$ cat src/rtl/serial_addsub_pkg.sv
// Shared types and constants for the bit-serial adder/subtractor.
package serial_addsub_pkg;

    typedef enum logic [1:0] {
        IDLE = 2'd0,
        RUN  = 2'd1,
        DONE = 2'd2
    } state_t;

    localparam logic MODE_ADD = 1'b0;
    localparam logic MODE_SUB = 1'b1;

endpackage

$ cat src/rtl/serial_addsub_fa_cell.sv
// Single-bit full adder used as the only addition element of the serial datapath.
module fa_cell (
    input  logic x,
    input  logic y,
    input  logic ci,
    output logic s,
    output logic co
);

    assign s  = x ^ y ^ ci;
    assign co = (x & y) | (ci & (x ^ y));

endmodule

$ cat src/rtl/serial_addsub.sv
// Bit-serial add/subtract: one bit pair per cycle, LSB first, through one full adder.
// busy/done are registered one cycle behind the FSM, so with start taken at
// edge 0 the done pulse appears in the cycle after edge WIDTH+1.
module serial_addsub
    import serial_addsub_pkg::*;
#(
    parameter int WIDTH = 8
) (
    input  logic             clk,
    input  logic             rst,
    input  logic             start,
    input  logic             mode,
    input  logic [WIDTH-1:0] a,
    input  logic [WIDTH-1:0] b,
    output logic             busy,
    output logic             done,
    output logic [WIDTH-1:0] result,
    output logic             cout,
    output logic             ovf
);

    localparam int CW = $clog2(WIDTH + 1);

    state_t           state;
    state_t           state_nxt;
    logic [WIDTH-1:0] opa;
    logic [WIDTH-1:0] opb;
    logic             carry;
    logic [CW-1:0]    cnt;
    logic             accept;
    logic             last;
    logic             fa_s;
    logic             fa_co;
    logic             busy_nxt;
    logic             done_nxt;

    // A new operation is only taken when nothing is running.
    assign accept = start && (state != RUN);
    // Final bit pair is being added this cycle.
    assign last   = (cnt == CW'(WIDTH - 1));

    fa_cell u_fa (
        .x  (opa[0]),
        .y  (opb[0]),
        .ci (carry),
        .s  (fa_s),
        .co (fa_co)
    );

    // State register.
    always_ff @(posedge clk) begin
        if (rst) state <= IDLE;
        else     state <= state_nxt;
    end

    // Next-state logic.
    always_comb begin
        state_nxt = state;
        case (state)
            IDLE:    if (start) state_nxt = RUN;
            RUN:     if (last)  state_nxt = DONE;
            DONE:    state_nxt = start ? RUN : IDLE;
            default: state_nxt = IDLE;
        endcase
    end

    // Status decode from the current state.
    always_comb begin
        busy_nxt = (state == RUN);
        done_nxt = (state == DONE);
    end

    // Registered status outputs.
    always_ff @(posedge clk) begin
        if (rst) begin
            busy <= 1'b0;
            done <= 1'b0;
        end else begin
            busy <= busy_nxt;
            done <= done_nxt;
        end
    end

    // Operand shift registers, carry, bit counter and result shift-in.
    always_ff @(posedge clk) begin
        if (rst) begin
            opa    <= '0;
            opb    <= '0;
            carry  <= 1'b0;
            cnt    <= '0;
            result <= '0;
            cout   <= 1'b0;
            ovf    <= 1'b0;
        end else if (accept) begin
            // Subtract is a + ~b + 1: invert b and seed the carry with mode.
            opa   <= a;
            opb   <= (mode == MODE_SUB) ? ~b : b;
            carry <= mode;
            cnt   <= '0;
        end else if (state == RUN) begin
            opa    <= opa >> 1;
            opb    <= opb >> 1;
            carry  <= fa_co;
            cnt    <= cnt + CW'(1);
            result <= {fa_s, result[WIDTH-1:1]};
            if (last) begin
                // carry still holds the carry into the MSB here.
                cout <= fa_co;
                ovf  <= carry ^ fa_co;
            end
        end
    end

endmodule

$ cat config.mk
export PLATFORM = sky130hd
export DESIGN_NAME = serial_addsub
export DESIGN_NICKNAME = d
export VERILOG_FILES = /design/src/rtl/serial_addsub_pkg.sv /design/src/rtl/serial_addsub_fa_cell.sv /design/src/rtl/serial_addsub.sv
export SDC_FILE = /design/constraint.sdc
export NUM_CORES = 1
export LEC_CHECK = 0
export ABC_CLOCK_PERIOD_IN_PS = 2400
export BUFFER_PORTS_ARGS = -buffer_cell sky130_fd_sc_hd__clkbuf_2
export CORE_ASPECT_RATIO = 0.5
export CORE_MARGIN = 10
export CORE_UTILIZATION = 56
export CTS_CLUSTER_SIZE = 14
export DETAILED_ROUTE_END_ITERATION = 16
export GPL_TIMING_DRIVEN = 0
export PLACE_DENSITY_LB_ADDON = 0.15
export REMOVE_ABC_BUFFERS = 1
export SETUP_SLACK_MARGIN = 0.02
export SKIP_LAST_GASP = 1
export SLEW_MARGIN = 15
export SYNTH_ARGS = -nofsm -noshare
export SYNTH_HDL_FRONTEND = slang
export SYNTH_HIERARCHICAL = 1
export SYNTH_SLANG_ARGS = --single-unit
export TNS_END_PERCENT = 20
$ cat constraint.sdc
create_clock -name clk -period 2.4 [get_ports clk]
set_clock_uncertainty 0.1 [all_clocks]
set_input_delay 0.36 -clock clk [delete_from_list [all_inputs] [get_ports clk]]
set_output_delay 0.36 -clock clk [all_outputs]
set_load 0.02 [all_outputs]
==> impl_metrics.yaml <==
synth:
  synth.most_common_cell: "dfxtp_1"
  syn_avg_cell_area_um2: 8.97
  synth_commonest_cells: "35 x dfxtp_1, 24 x nand2_1, 19 x a21oi_1"
  synth_async_sr_flop_share_pct: 0
  ys_warn_count: 6
  synthDistinctLibCells: 30
  synthTopCellsByArea: "dfxtp_1 46%, a21oi_1 6.2%, mux2i_1 5.9%"
  yosysSeqAreaShare_pct: 45.7
  synth_area_um2: 1530
  synth-edff-count: 0
  netlist_instances: 171
  synthFlopType: "dfxtp_1"
  yosysTopAreaCell: "dfxtp_1"
  ys_seq_elements: 35
  synth_top_area_share_pct: 45.7
finish:
  design_area_um2: 1750
  post_route_cells_drive_above_1_share_pct: 21.5
  nets: 216
  diodes: 0
  area_growth_pct: 14.3
  seq_area_um2: 701
  stdcell_count: 232
  multi_input_area_um2: 743
  fillCellCount: 226
global_route:
  grt_max_degree: 37
  grt_pass1_wl_um: 4880
  antenna_found_initial: 0
  grt_overflow: 0
  grt_pass1_vias: 1125
  grtUsageTotal_pct: 11.1
timing:
  hold_viol: 0
  tns_ps: 0
  rsz0062_at_grt: "false"
  slew_violations: 0
  tightest_slew_ps: 924
  min_period_ps: 1730
  period_share_pct: 71.9
  setup_viol: 0
  slew_headroom_pct: 38.4
  clock.fmax_ghz: 0.580
  finalHoldWorstSlack_ps: 304
floorplanning:
  die_y_um: 57.0
  core_um2: 2600
  die_x_um: 94.0
  rows: 13
  initial_utilization_pct: 58.9
  die_area_um2: 5360
  io_pins: 32
clocking:
  cts_setup_buffers: 0
  h-tree-depth: 2
  root_buffer: "clkbuf_8"
  cts_made_buffers: 5
  cts.sinks: 35
  postCtsResizedCells: 0
  clk_path_buf_depth: 2
  postCtsHoldBufs: 0
  clock_latency_ps: 280
  cts_tree: "built"
  path_clk_slew_ps: 70
drt:
  drc_errors: 0
  wire_per_inst_um: 12.6
  drtIter0Drc: 69
  ant_nets: 0
  drt-total-wl_um: 2920
  firstDrtPassIters: 4
  routed_via_density: 5.19
  num_vias: 1205
setup_path:
  critical_path.max_fanout: 29
  crit_chain: "and2b_1 -> a21oi_1 -> a211oi_2"
  crit_type: "register to register"
  worstSetupEndpointType: "register"
  worst_ep_arrival_time_ps: 1820
  startpoint_type: "register"
  slowest_delay_ps: 750
  cp_data_required_time_ps: 2490
  critPathSlowestCell: "and2b_1"
run_status:
  status: "complete, no violations"
place:
  dp_hpwl_um: 1910
  placed_area_um2: 1650
  numPlacedInstances: 224
  io_buffer_count: 31
  gp_congestion: 0.706
power_and_ir_drop:
  ir_drop_mv: 0.363
  leakage_nw: 0.728
  cellPowerDensity_nw_per_um2: 709
flow_run:
  maxCapViolCount: 0
min_path:
  hold_class: "primary input to register"
==> area by class of cell <==
type                    count  area share (%)
multi-input cells         119            42.4
inverters                   2           0.428
flip-flops and latches     35            40.0
repair buffers             31            8.85
well taps                  37            2.64
clock buffers               8            5.71
==> routing by layer <==
| layer | GRT usage [%] | part of all wire [%] | wire length (um) | vias up |
|---|---|---|---|---|
| met1 | 12.6 | 46 | 1340 | 544 |
| met5 | 0 | 0 | 0 | - |
| met2 | 18.8 | 48 | 1390 | 26 |
| met4 | 2.58 | 0.41 | 12 | 0 |
| li1 | - | - | - | 633 |
| met3 | 4.69 | 5.8 | 169 | 2 |
==> through the flow <==
step	setup slack [ps]	total power [W]	util, %
global placement	435	0.000796	63.4
floorplan	698	0.000742	-
detailed placement	413	0.000800	63.4
global route	520	0.00131	67.4
finish	675	0.00124	67.4
CTS	395	0.00126	67.3
==> cells by family after synthesis <==
logic type	Yosys count	share of synthesized area, %
flip-flops	35	45.7
buffers and inverters	17	6.04
AO/OA/AOI/OAI	41	18.1
multiplexers	10	6.85
XOR/XNOR	9	5.14
adder cells (fa/ha/maj)	2	2.12
AND/OR/NAND/NOR	57	16.1
==> power breakdown <==
part / internal, W / switching, W
Combinational: 0.0000683 / 0.0000870
Clock: 0.000262 / 0.000194
Sequential: 0.000613 / 0.0000193
==> cell usage in the layout, fill, tap and decap left out, types with 2 or more instances in the layout <==
cell type  instances
nand3_1            5
xnor2_1            9
inv_1              2
o21ai_0            2
a21oi_1           19
dfxtp_1           35
or3_1              2
mux2i_1            9
nand2_1           24
nor2_1            18
clkbuf_8           7
clkbuf_2          31
a211o_1            7
a211oi_1           8
nor3_1             2
==> registers in the layout, indices dropped and copies added (netlist names) <==
| signal | cells |
|---|---|
| state | 2 |
| done | 1 |
| opb | 8 |
| ovf | 1 |
| opa | 8 |
| carry | 1 |
| result | 8 |
| cout | 1 |
| cnt | 4 |
| busy | 1 |
==> path summary, 6_finish.rpt <==
kind	startpoint	to	slack [ps]	cells past startpoint
worst max register to register	state[0]$_SDFFE_PP0P_	cnt[2]$_SDFFE_PP0P_	670	3
worst max-delay path	state[0]$_SDFFE_PP0P_	cnt[2]$_SDFFE_PP0P_	670	3
worst min register to register	opb[2]$_SDFFE_PP0P_	opb[1]$_SDFFE_PP0P_	350	2
worst min-delay path	b[7]	opb[7]$_SDFFE_PP0P_	300	3
==> worst max-delay path, delay by kind of cell, from the launching register on <==
family,cells,cell delay (ps)
and+or+nand+nor,1,750
AOI/OAI and AO/OA,2,400
DFF,1,380
No activity file was read; power rests on OpenSTA's default activity.
